==> src/rtl/timer_pkg.sv <==
// Shared types and constants for the minutes:seconds timer control stage.
package timer_pkg;

  // Controller states; the encoding is exposed on the interface for observation.
  typedef enum logic [1:0] {
    ST_IDLE  = 2'd0,
    ST_RUN   = 2'd1,
    ST_PAUSE = 2'd2,
    ST_DONE  = 2'd3
  } state_t;

  // Clock cycles per count tick: one second at 50 MHz.
  localparam int DEFAULT_CLK_DIV = 50000000;

  // BCD digit width used by the down-counter chain fed by this block.
  localparam int DIGIT_W = 4;

endpackage

==> src/rtl/timer_ctrl_fsm_if.sv <==
// Button / counter-chain signal bundle for timer_ctrl_fsm.
//
// Signalling: there is no valid/ready pairing on this bundle. start, stop and
// load are level buttons and only their rising edges carry meaning; zero_all
// is a level status. loadn is a one-cycle active-low strobe and enable a
// one-cycle active-high strobe; both are consumed unconditionally by the
// counter chain on the clock edge that follows, so no backpressure exists.
// The state field mirrors the controller state register for observation.
interface timer_ctrl_fsm_if;
  import timer_pkg::*;

  logic   start;
  logic   stop;
  logic   load;
  logic   zero_all;
  logic   loadn;
  logic   enable;
  logic   running;
  logic   paused;
  logic   alarm;
  state_t state;

  // Button/counter side: drives the buttons and zero flag, watches the controls.
  modport master (
    output start, stop, load, zero_all,
    input  loadn, enable, running, paused, alarm, state
  );

  // Controller side.
  modport slave (
    input  start, stop, load, zero_all,
    output loadn, enable, running, paused, alarm, state
  );

endinterface

==> src/rtl/tick_gen.sv <==
// Prescaler for the timer: counts 0..CLK_DIV-1 while run is high and flags
// the terminal count so the controller can issue one tick per second.
module tick_gen
  import timer_pkg::*;
#(
  parameter int CLK_DIV = DEFAULT_CLK_DIV,
  parameter int PRESC_W = $clog2(CLK_DIV)
) (
  input  logic clock,
  input  logic clr,
  input  logic run,
  input  logic sync_clear,
  output logic wrap
);

  localparam logic [PRESC_W-1:0] LAST = PRESC_W'(CLK_DIV - 1);

  logic [PRESC_W-1:0] count;

  // Terminal count is only meaningful while counting; a held count never wraps.
  assign wrap = run && (count == LAST);

  // Prescaler register: clear wins over counting, and it holds while run is low.
  always_ff @(posedge clock or posedge clr) begin
    if (clr) begin
      count <= '0;
    end else if (sync_clear) begin
      count <= '0;
    end else if (run) begin
      count <= wrap ? '0 : count + PRESC_W'(1);
    end
  end

endmodule

==> src/rtl/timer_ctrl_fsm.sv <==
// Control stage ahead of the seconds/minutes down-counter chain. Converts the
// start/stop/load buttons into the chain's loadn strobe and once-per-second
// enable tick, and stops the chain at 00:00 before any digit can wrap.
// Optional build macro: ALARM_BLINK_EN (alarm blinks in DONE instead of
// being held steady, with the prescaler kept running to time the blink).
module timer_ctrl_fsm
  import timer_pkg::*;
#(
  parameter int CLK_DIV = DEFAULT_CLK_DIV,
  parameter int PRESC_W = $clog2(CLK_DIV)
) (
  input  logic               clock,
  input  logic               clr,
  timer_ctrl_fsm_if.slave    bus
);

  state_t state;
  state_t state_next;

  logic start_q;
  logic stop_q;
  logic load_q;
  logic start_e;
  logic stop_e;
  logic load_e;

  logic presc_run;
  logic presc_clear;
  logic wrap;

  logic loadn_r;
  logic enable_r;
  logic running_r;
  logic paused_r;
  logic alarm_r;
  logic loadn_d;
  logic enable_d;
  logic alarm_d;

  // Button history: one register per button, cleared so a button already
  // high when reset releases is seen as a fresh press.
  always_ff @(posedge clock or posedge clr) begin
    if (clr) begin
      start_q <= 1'b0;
      stop_q  <= 1'b0;
      load_q  <= 1'b0;
    end else begin
      start_q <= bus.start;
      stop_q  <= bus.stop;
      load_q  <= bus.load;
    end
  end

  assign start_e = bus.start & ~start_q;
  assign stop_e  = bus.stop  & ~stop_q;
  assign load_e  = bus.load  & ~load_q;

  // The prescaler advances in RUN; with blinking it also times the alarm in DONE.
`ifdef ALARM_BLINK_EN
  assign presc_run = (state == ST_RUN) || (state == ST_DONE);
`else
  assign presc_run = (state == ST_RUN);
`endif

  // Restart the second from zero while idle and on any return to idle, so a
  // fresh start always gets a full first second.
  assign presc_clear = (state == ST_IDLE) || (state_next == ST_IDLE);

  tick_gen #(
    .CLK_DIV (CLK_DIV),
    .PRESC_W (PRESC_W)
  ) u_tick_gen (
    .clock      (clock),
    .clr        (clr),
    .run        (presc_run),
    .sync_clear (presc_clear),
    .wrap       (wrap)
  );

  // State register.
  always_ff @(posedge clock or posedge clr) begin
    if (clr) begin
      state <= ST_IDLE;
    end else begin
      state <= state_next;
    end
  end

  // Next-state decode; load outranks stop, which outranks start.
  always_comb begin
    state_next = state;
    case (state)
      ST_IDLE: begin
        if (!load_e && start_e && !bus.zero_all) begin
          state_next = ST_RUN;
        end
      end
      ST_RUN: begin
        if (load_e) begin
          state_next = ST_IDLE;
        end else if (stop_e) begin
          state_next = ST_PAUSE;
        end else if (wrap && bus.zero_all) begin
          state_next = ST_DONE;
        end
      end
      ST_PAUSE: begin
        if (load_e) begin
          state_next = ST_IDLE;
        end else if (start_e) begin
          state_next = ST_RUN;
        end
      end
      ST_DONE: begin
        if (load_e || start_e || stop_e) begin
          state_next = ST_IDLE;
        end
      end
      default: state_next = ST_IDLE;
    endcase
  end

  // Output decode: next values of the registered strobes and alarm.
  always_comb begin
    // Every load press reloads the chain, whatever state it arrives in.
    loadn_d  = ~load_e;
    // A tick only when staying in RUN across the second boundary with digits left.
    enable_d = (state == ST_RUN) && (state_next == ST_RUN) && wrap && !bus.zero_all;
`ifdef ALARM_BLINK_EN
    if (state_next != ST_DONE) begin
      alarm_d = 1'b0;
    end else if (state != ST_DONE) begin
      alarm_d = 1'b1;
    end else if (wrap) begin
      alarm_d = ~alarm_r;
    end else begin
      alarm_d = alarm_r;
    end
`else
    alarm_d = (state_next == ST_DONE);
`endif
  end

  // Output registers; reset cuts any loadn pulse short immediately.
  always_ff @(posedge clock or posedge clr) begin
    if (clr) begin
      loadn_r   <= 1'b1;
      enable_r  <= 1'b0;
      running_r <= 1'b0;
      paused_r  <= 1'b0;
      alarm_r   <= 1'b0;
    end else begin
      loadn_r   <= loadn_d;
      enable_r  <= enable_d;
      running_r <= (state_next == ST_RUN);
      paused_r  <= (state_next == ST_PAUSE);
      alarm_r   <= alarm_d;
    end
  end

  assign bus.loadn   = loadn_r;
  assign bus.enable  = enable_r;
  assign bus.running = running_r;
  assign bus.paused  = paused_r;
  assign bus.alarm   = alarm_r;
  assign bus.state   = state;

  // Loading and counting in the same cycle would corrupt the chain.
  a_no_enable_with_load : assert property (
    @(posedge clock) disable iff (clr) !(enable_r && !loadn_r)
  );

  // A tick only ever leaves while the controller reports RUN.
  a_enable_only_running : assert property (
    @(posedge clock) disable iff (clr) !(enable_r && !running_r)
  );

  // Outside DONE the alarm is always quiet.
  a_alarm_only_done : assert property (
    @(posedge clock) disable iff (clr) !(alarm_r && (state != ST_DONE))
  );

endmodule

==> src/flat_wrapper.sv <==
// flat-port wrapper written by rule: the top's interface ports become plain ports
module timer_ctrl_fsm_flat import timer_pkg::*;
#(
  parameter int CLK_DIV = DEFAULT_CLK_DIV,
  parameter int PRESC_W = $clog2(CLK_DIV)
)
  (clock, clr, bus_start, bus_stop, bus_load, bus_zero_all, bus_loadn, bus_enable, bus_running, bus_paused, bus_alarm, bus_state);
  timer_ctrl_fsm_if bus_i ();
  input  logic clock;
  input  logic clr;
  input wire logic [$bits(bus_i.start)-1:0] bus_start;
  input wire logic [$bits(bus_i.stop)-1:0] bus_stop;
  input wire logic [$bits(bus_i.load)-1:0] bus_load;
  input wire logic [$bits(bus_i.zero_all)-1:0] bus_zero_all;
  output wire logic [$bits(bus_i.loadn)-1:0] bus_loadn;
  output wire logic [$bits(bus_i.enable)-1:0] bus_enable;
  output wire logic [$bits(bus_i.running)-1:0] bus_running;
  output wire logic [$bits(bus_i.paused)-1:0] bus_paused;
  output wire logic [$bits(bus_i.alarm)-1:0] bus_alarm;
  output wire logic [$bits(bus_i.state)-1:0] bus_state;
  assign bus_i.start = bus_start;
  assign bus_i.stop = bus_stop;
  assign bus_i.load = bus_load;
  assign bus_i.zero_all = bus_zero_all;
  assign bus_loadn = bus_i.loadn;
  assign bus_enable = bus_i.enable;
  assign bus_running = bus_i.running;
  assign bus_paused = bus_i.paused;
  assign bus_alarm = bus_i.alarm;
  assign bus_state = bus_i.state;
  timer_ctrl_fsm #(.CLK_DIV(CLK_DIV), .PRESC_W(PRESC_W)) u_core (.clock(clock), .clr(clr), .bus(bus_i));
endmodule
==> config.mk <==
export PLATFORM = sky130hd
export DESIGN_NAME = timer_ctrl_fsm_flat
export DESIGN_NICKNAME = d
export VERILOG_FILES = /design/src/rtl/timer_pkg.sv /design/src/rtl/timer_ctrl_fsm_if.sv /design/src/rtl/tick_gen.sv /design/src/rtl/timer_ctrl_fsm.sv /design/src/flat_wrapper.sv
export SDC_FILE = /design/constraint.sdc
export NUM_CORES = 1
export LEC_CHECK = 0
export CELL_PAD_IN_SITES_DETAIL_PLACEMENT = 0
export CELL_PAD_IN_SITES_GLOBAL_PLACEMENT = 1
export CORE_ASPECT_RATIO = 2
export CORE_MARGIN = 3
export CORE_UTILIZATION = 45
export DETAILED_ROUTE_END_ITERATION = 10
export MAX_ROUTING_LAYER = met4
export PLACE_DENSITY_LB_ADDON = 0.1
export SKIP_LAST_GASP = 1
export SYNTH_ARGS = -nofsm -noshare
export SYNTH_HDL_FRONTEND = slang
export SYNTH_SLANG_ARGS = --single-unit
==> constraint.sdc <==
create_clock -name clock -period 2.7 [get_ports clock]
set_clock_uncertainty 0.1 [all_clocks]
set_input_delay 0.54 -clock clock [delete_from_list [all_inputs] [get_ports clock]]
set_output_delay 0.54 -clock clock [all_outputs]
set_load 0.05 [all_outputs]
# After elaboration in Yosys (flattened, before gate mapping)
# Index checks and enable logic that the tools add are counted.
[totals] ff_bits=36 input_bits=6 output_inout_bits=7 word_cells=51
[op_classes] addsub=1 eq_ne=7 mux=11 n_bitwise=7 reduce_logical=15
[ops] operator="2-to-1 mux 26 bit" count=3
[ops] operator="adder 26 x 1 -> 26 bit (second input constant)" count=1
[ops] operator="== test 26 bit (second input constant)" count=1
[ops] operator="2-to-1 mux 2 bit" count=7
[ops] operator="== test 2 bit (second input constant)" count=4
[ops] operator="case mux 2 bit (4 select lines)" count=1
[ops] operator="logical AND 1 bit" count=7
[ops] operator="== test 2 x 1 -> 1 bit (second input constant)" count=2
[ops] operator="logical NOT 2 bit" count=2
[ops] operator="inverter 1 bit" count=4
[ops] operator="AND 1 bit" count=3
[ops] operator="logical OR 1 bit" count=3
[ops] operator="logical NOT 1 bit" count=2
[ops] operator="nonzero test 2 bit" count=1

# Logic depth before layout (Yosys ltp)
# Gate-level depths: netlist (run 1).
[logic_depth] word_depth=11 depth_mapped=8 depth_no_buf=7

# Modules after synthesis
# A second synthesis (run 1) with hierarchy kept.
[hier_totals] hier_cells=200 area_unflattened_um2=1924.3
[modules_own_cells] module="tick_gen" instances=1 cells_per_inst=164 area_per_inst_um2=1512.7 seq_area_each_um2=650.6
[modules_own_cells] module="timer_ctrl_fsm" instances=1 cells_per_inst=36 area_per_inst_um2=411.6 seq_area_each_um2=251.5

# Worst setup path after synthesis (run 1)
# OpenSTA, ideal clock, no wires.
[synth_path] path_type="register to register" from="reg u_core.state[1], in the netlist u_core.bus.state[1]" to="reg u_core.u_tick_gen.count[20]" setup_time_ps=99 arrival_ps=2125 setup_slack_ps=376 stages_incl_launch_ff=8 n_path_buf=2 path_cell_list="dfrtp_1 -> inv_1 -> buf_2 -> nand2_1 -> a21oi_1 -> clkbuf_1 -> a31oi_1 -> a311oi_1"
[synth_via] elab_chain_len=10
[synth_lines] element="from (decl)" line_no="timer_ctrl_fsm.sv:17" text="state_t state;"
[synth_lines] element="from (signal assigned)" line_no="timer_ctrl_fsm.sv:85" text="state <= state_next;"
[synth_lines] element="== test 2 x 1 -> 1 bit" line_no="timer_ctrl_fsm.sv:62, timer_ctrl_fsm.sv:92"
[synth_lines] element="logical AND 1 bit" line_no="tick_gen.sv:21" text="assign wrap = run && (count == LAST);"
[synth_lines] element="logical AND 1 bit" line_no="timer_ctrl_fsm.sv:103" text="end else if (wrap && bus.zero_all) begin"
[synth_lines] element="2-to-1 mux 2 bit" line_no="timer_ctrl_fsm.sv:103"
[synth_lines] element="2-to-1 mux 2 bit" line_no="timer_ctrl_fsm.sv:101" text="end else if (stop_e) begin"
[synth_lines] element="2-to-1 mux 2 bit" line_no="timer_ctrl_fsm.sv:99" text="if (load_e) begin"
[synth_lines] element="case mux 2 bit (4 select lines)" line_no="timer_ctrl_fsm.sv:92" text="case (state)"
[synth_lines] element="logical NOT 2 bit" line_no="timer_ctrl_fsm.sv:67" text="assign presc_clear = (state == ST_IDLE) || (state_next == ST_IDLE);"
[synth_lines] element="logical OR 1 bit" line_no="timer_ctrl_fsm.sv:67"
[synth_lines] element="2-to-1 mux 26 bit / nonzero test 2 bit (equally long branches)"
[synth_lines] element="to (signal assigned)" line_no="tick_gen.sv:30" text="count <= wrap ? '0 : count + PRESC_W'(1);"
[synth_lines] element="to (decl)" line_no="tick_gen.sv:18" text="logic [PRESC_W-1:0] count;"
# Parallel ways exist; a longest one is shown, timed or not. The select of a mux whose other input is x is not followed.
# A chain may end at the register's enable or synchronous reset.

# Worst setup path after layout (run 1)
[layout_path] from="reg u_core.u_tick_gen.count[0]" to="reg u_core.u_tick_gen.count[10]"
[layout_via] elab_chain_len=10
[layout_lines] element="== test 26 bit" line_no="tick_gen.sv:21"
[layout_lines] element="logical AND 1 bit" line_no="tick_gen.sv:21"
[layout_lines] element="logical AND 1 bit" line_no="timer_ctrl_fsm.sv:103"
[layout_lines] element="2-to-1 mux 2 bit" line_no="timer_ctrl_fsm.sv:103"
[layout_lines] element="2-to-1 mux 2 bit" line_no="timer_ctrl_fsm.sv:101"
[layout_lines] element="2-to-1 mux 2 bit" line_no="timer_ctrl_fsm.sv:99"
[layout_lines] element="case mux 2 bit (4 select lines)" line_no="timer_ctrl_fsm.sv:92"
[layout_lines] element="logical NOT 2 bit" line_no="timer_ctrl_fsm.sv:67"
[layout_lines] element="logical OR 1 bit" line_no="timer_ctrl_fsm.sv:67"
[layout_lines] element="2-to-1 mux 26 bit / nonzero test 2 bit (equally long branches)"
# Parallel ways exist; a longest one is shown, timed or not. The select of a mux whose other input is x is not followed.

==> out/metrics.cfg, run 1 <==
[timing]
worst_pin_slew_ns = 0.973
fin_ws_ns = 0.206
rsz0062_at_grt = false
period_share = 0.924
min_period_ns = 2.49
fin_hold_ws_ns = 0.399
maxSlewHeadroom = 0.345
setup-tns-final_ns = 0
hold_violations = 0
fmax_ghz = 0.401
setup_violations = 0
drv_slew = 0

[floorplan]
fp.dieW_um = 53.0
row_count = 33
die_h_um = 100
core_area_sq_um = 4170
initial_utilization = 0.476
dieArea_sq_um = 5300
io_pins = 13

[worst_setup_path]
criticalPathCategory = flop to flop
startpoint_type = flop
rr_startpoint = u_core.u_tick_gen.count[0]$_DFFE_PP0P_
critPathCaptureType = flop
r2r-end = u_core.u_tick_gen.count[10]$_DFFE_PP0P_
worstPathMaxFanout = 6
rr_worst_depth = 7
cp.arrival_ns = 2.58
worstSetupStartpoint = u_core.u_tick_gen.count[0]$_DFFE_PP0P_
r2r_slack_ns = 0.21
crit_required_ns = 2.79

[route]
ant_nets = 0
first_pass_iters = 4
wirelength_um = 5210
viasPerCell = 6.30
drtIter0Drc = 65
wl_per_cell_um = 18.3
drc = 0
num_vias = 1788

[run_status]
status = finished, final reports clean

[power]
ir_drop_uv = 325
total_leakage_power_nw = 0.851
p_per_area_nw_per_um2 = 480
p_total_mw = 1.09

[cts]
cts_sinks = 36
post_cts.repair.setup_buffers = 0
cts_resized = 0
ctsHoldBuffers = 0
clk_pin_slew_worst_paths_ns = 0.07
cts_tree = built
insertion_delay_ns = 0.28
cts_buffers = 5
root_buffer = clkbuf_8
htree_levels = 2
clock_path_buffers = 2

[global_routing]
grt_pass1_vias = 1766
grt_usage = 0.228
grt_max_degree = 38
grt-ovfl-total = 0
grt_first_pass_wirelength_um = 8830
antenna_found_initial = 0

[final_layout]
n_antenna_cell = 0
nNetsFinal = 238
area_growth_syn_to_layout_pct = 14.5
drive_gt1_frac = 0.0819
final_core_util = 0.545

[yosys]
synth_cell_types = 41
yosysTopAreaCell = dfrtp_1
synth.area.top_cells = dfrtp_1 44%, a311oi_1 7.1%, nand2_1 5.9%
yosysSeqAreaShare = 0.454
synth-seq-cells = 36
ys.flop_type = dfrtp_1
postSynth.asyncResetShare = 1.00
synth_cells = 215
yosysTopAreaCellShare = 0.441
synth_area_per_cell_sq_um = 9.24
syn_nets = 222
synthesis.area_sq_um = 1990
synth_edf_count = 0
ys_warn_count = 0

[worst_hold_path]
holdPathStages = 2
min_to = u_core.bus.loadn$_DFF_PP1_
min-delay-start = u_core.load_q$_DFF_PP0_
hp-class = flop to flop

[run]
drv_cap = 0

[place]
pre_cts_slack_ns = 0.262
hpwl_um = 3670
gp_congestion = 0.913
portBuffers = 12

cell type report:
| type | instances | area (sq um) |
|---|---|---|
| Clock buffer | 8 | 80.1 |
| Tap cell | 52 | 65.1 |
| Sequential cell | 36 | 902 |
| Multi-Input combinational cell | 159 | 1000 |
| Timing Repair Buffer | 20 | 193 |
| Fill cell | 399 | 1900 |
| Inverter | 9 | 33.8 |
worst max-delay path, cell delays in order (launching register included):
cell and delay [ns]:
dfrtp_1 0.43, ha_1 0.26, nand3_1 0.18, nor4_1 0.12
buf_4 0.16, a21boi_0 0.75, nand2_1 0.11, a311oi_1 0.29
synthesized netlist by cell type (4+ instances only):
cell       n
o21ai_0    7
nand3_1   20
a311oi_1  16
nor2_1    12
nand2b_1   5
a41oi_1    6
a21oi_1   12
dfrtp_1   35
inv_1      9
and3_1     7
buf_2      4
a31oi_1    8
clkbuf_1   6
nand2_1   31
registers in the layout, summed over array words and instances, names as in the netlist:
name and flops:
u_core.u_tick_gen.count 26, u_core.bus.state 2, u_core.bus.alarm 1, u_core.bus.enable 1, u_core.bus.loadn 1, u_core.bus.paused 1, u_core.bus.running 1, u_core.load_q 1
u_core.start_q 1, u_core.stop_q 1
routing by layer:
layer | global-route usage | share of wire | vias to the layer above
met1 | 0.271 | 0.41 | 882
met2 | 0.373 | 0.54 | 45
li1 | - | - | 849
met4 | 0.0965 | 0.026 | 0
met5 | - | 0 | -
met3 | 0.0357 | 0.029 | 12
logic make-up after synthesis:
logic type,count (synthesis),share of synthesized area
AND/OR/NAND/NOR,97,0.265
multiplexers,1,0.00504
flip-flops,36,0.454
AO/OA/AOI/OAI,60,0.225
buffers and inverters,20,0.0441
adder cells (fa/ha/maj),1,0.00630
where the power goes:
| group | total [mW] | internal [mW] | switching [mW] |
|---|---|---|---|
| registers | 0.558 | 0.549 | 0.00977 |
| logic | 0.163 | 0.0505 | 0.112 |
| clock network | 0.370 | 0.183 | 0.186 |
| total | 1.09 | 0.783 | 0.308 |
worst max-delay path by stage:
stage,slack (ns),to,cells past startpoint
floorplan,0.38,u_core.u_tick_gen.count[20]$_DFFE_PP0P_,7
global placement,0.29,u_core.u_tick_gen.count[10]$_DFFE_PP0P_,7
detailed placement,0.26,u_core.u_tick_gen.count[4]$_DFFE_PP0P_,9
CTS,0.24,u_core.u_tick_gen.count[10]$_DFFE_PP0P_,7
global route,0.09,u_core.u_tick_gen.count[10]$_DFFE_PP0P_,7
finish,0.21,u_core.u_tick_gen.count[10]$_DFFE_PP0P_,7
metrics by stage:
step	cell area [sq um]	cells
detailed placement	2190	276
global route	2270	284
CTS	2270	284
finish	2270	284
global placement	2190	276
floorplan	1990	215
cells in the final DEF, fill, tap and decap left out, drive strengths merged, types with 5 or more instances in the layout:
master,Yosys,layout
a21oi,12,12
a311oi,17,17
a31oi,8,8
a41oi,6,6
and3,7,7
buf,5,8
clkbuf,6,8
clkdlybuf4s50,0,12
dfrtp,35,35
inv,9,9
nand2,31,31
nand2b,5,5
nand3,20,20
nor2,12,12
o21ai,7,7
Note: power is estimated with default switching activity, not from simulation.
==> inputs of run 2 (changes only) <==
Settings changed: CORE_UTILIZATION 45 to 48, DONT_BUFFER_PORTS from default to 1.
==> run 2 against run 1 <==
Against the previous run: count of clock-buffer cells in the layout fell by 2; total power down 1.1%; final cell count fell by 3.2%; sequential power increased by 2%; highest routed layer unchanged; worst hold slack got worse by 0.26 ns; critical path depth fell by 2; clock power up 2%; maximum frequency decreased by 2.9%; setup slack worse by 0.075 ns.
==> out/metrics.cfg, run 2 (synthesis gave the netlist of run 1 again) <==
[global_routing]
antenna_found_initial = 0
grt_usage = 0.231
grt_max_degree = 37
grt_pass1_vias = 1773
grt_first_pass_wirelength_um = 8590
grt-ovfl-total = 0

[cts]
root_buffer = clkbuf_8
ctsHoldBuffers = 0
cts_buffers = 5
post_cts.repair.setup_buffers = 0
clock_path_buffers = 2
insertion_delay_ns = 0.29
cts_resized = 0
htree_levels = 2
cts_tree = built
cts_sinks = 36
clk_pin_slew_worst_paths_ns = 0.08

[route]
wl_per_cell_um = 19.0
drtIter0Drc = 80
first_pass_iters = 4
wirelength_um = 5210
drc = 0
ant_nets = 0
viasPerCell = 6.52
num_vias = 1793

[final_layout]
reg_top3 = u_core.u_tick_gen.count (26), u_core.bus.state (2)
area_growth_syn_to_layout_pct = 9.51
final_cell_mix = 35 x dfrtp_1, 31 x nand2_1, 20 x nand3_1, 16 x a311oi_1
final_common_cell = dfrtp_1
n_antenna_cell = 0
drive_gt1_frac = 0.112
nNetsFinal = 230
top_register = u_core.u_tick_gen.count
largest_register_ffs = 26

[worst_setup_path]
crit_chain = or4_1, nor4_2, and2_4, a311oi_4, a311oi_1
crit_family = simple AND/OR/NAND/NOR gates
path_buf_inv = 0
criticalPathCategory = flop to flop
critPathCaptureType = flop
cpMaxStageDelayCell = or4_1
crit_required_ns = 2.78
slowest_delay_ns = 0.55
startpoint_type = flop
worstPathMaxFanout = 26
cp.arrival_ns = 2.65

[floorplan]
die_h_um = 97.0
fp.dieW_um = 51.5
initial_utilization = 0.506
dieArea_sq_um = 4990
core_area_sq_um = 3920
row_count = 32
io_pins = 13

[timing]
rsz0062_at_grt = false
hold_violations = 0
worst_pin_slew_ns = 1.21
fmax_ghz = 0.389
setup-tns-final_ns = 0
period_share = 0.952
fin_hold_ws_ns = 0.137
maxSlewHeadroom = 0.190
setup_violations = 0
min_period_ns = 2.57
drv_slew = 0

[power]
total_leakage_power_nw = 0.824
p_total_mw = 1.08
p_per_area_nw_per_um2 = 496
ir_drop_uv = 390

[run_status]
status = finished, final reports clean

[place]
hpwl_um = 3740
gp_congestion = 0.908
portBuffers = 0

[run]
drv_cap = 0

[worst_hold_path]
hp-class = input pin to asynchronous set/reset pin

==> run 2: cell count changes in the layout (fill, tap and decap cells not counted), sizes merged <==
cell | previous run | this run
clkinvlp | 0 | 1
clkdlybuf4s50 | 12 | 0
buf | 8 | 12
clkbuf | 8 | 6
clkinv | 0 | 1
==> run 2: final cells by class <==
type,count,area (sq um)
flip-flops and latches,36,902
multi-input cells,159,1000
fillers,396,1750
inverters,9,33.8
clock inverters,2,12.5
clock buffers,6,72.6
repair buffers,12,90.1
well taps,51,63.8
==> run 2: path summary, 6_finish.rpt <==
| path | slack (ns) | start | endpoint | cells past startpoint |
|---|---|---|---|---|
| worst max-delay path | 0.13 | u_core.u_tick_gen.count[7]$_DFFE_PP0P_ | u_core.u_tick_gen.count[12]$_DFFE_PP0P_ | 5 |
| worst min-delay path | 0.14 | clr | u_core.u_tick_gen.count[24]$_DFFE_PP0P_ | 2 |
| worst max register to register | 0.13 | u_core.u_tick_gen.count[7]$_DFFE_PP0P_ | u_core.u_tick_gen.count[12]$_DFFE_PP0P_ | 5 |
| worst min register to register | 0.41 | u_core.load_q$_DFF_PP0_ | u_core.bus.loadn$_DFF_PP1_ | 2 |
| max in group asynchronous | 2.01 | clr | u_core.bus.loadn$_DFF_PP1_ | 2 |
| min in group clock | 0.17 | bus_load | u_core.load_q$_DFF_PP0_ | 0 |
==> run 2: power breakdown <==
part / switching, mW / internal (mW)
Sequential: 0.0210 / 0.548
Clock: 0.195 / 0.180
Combinational: 0.0987 / 0.0348
Total: 0.315 / 0.764
==> run 2: per-layer routing <==
layer | part of all wire | wire length [um] | GRT usage
met1 | 0.38 | 1970 | 0.260
met2 | 0.57 | 2950 | 0.394
met3 | 0.035 | 183 | 0.0354
met4 | 0.020 | 106 | 0.0909
met5 | 0 | 0 | -
==> run 2: metrics by stage <==
step	cell area (sq um)	std cells	setup WS, ns	utilization
final	2180	275	0.130	0.555
after global routing	2180	275	0.00423	0.555
after CTS	2180	275	0.131	0.555
after detailed placement	2090	267	0.137	0.533
after global placement	2090	267	0.219	0.533
after floorplan	1990	215	0.376	-
==> inputs of run 3 (changes only) <==
Settings changed: GPL_ROUTABILITY_DRIVEN from default to 0.
==> results of run 3 <==
The final DEF is identical to that of run 2; final timing and power are the same.
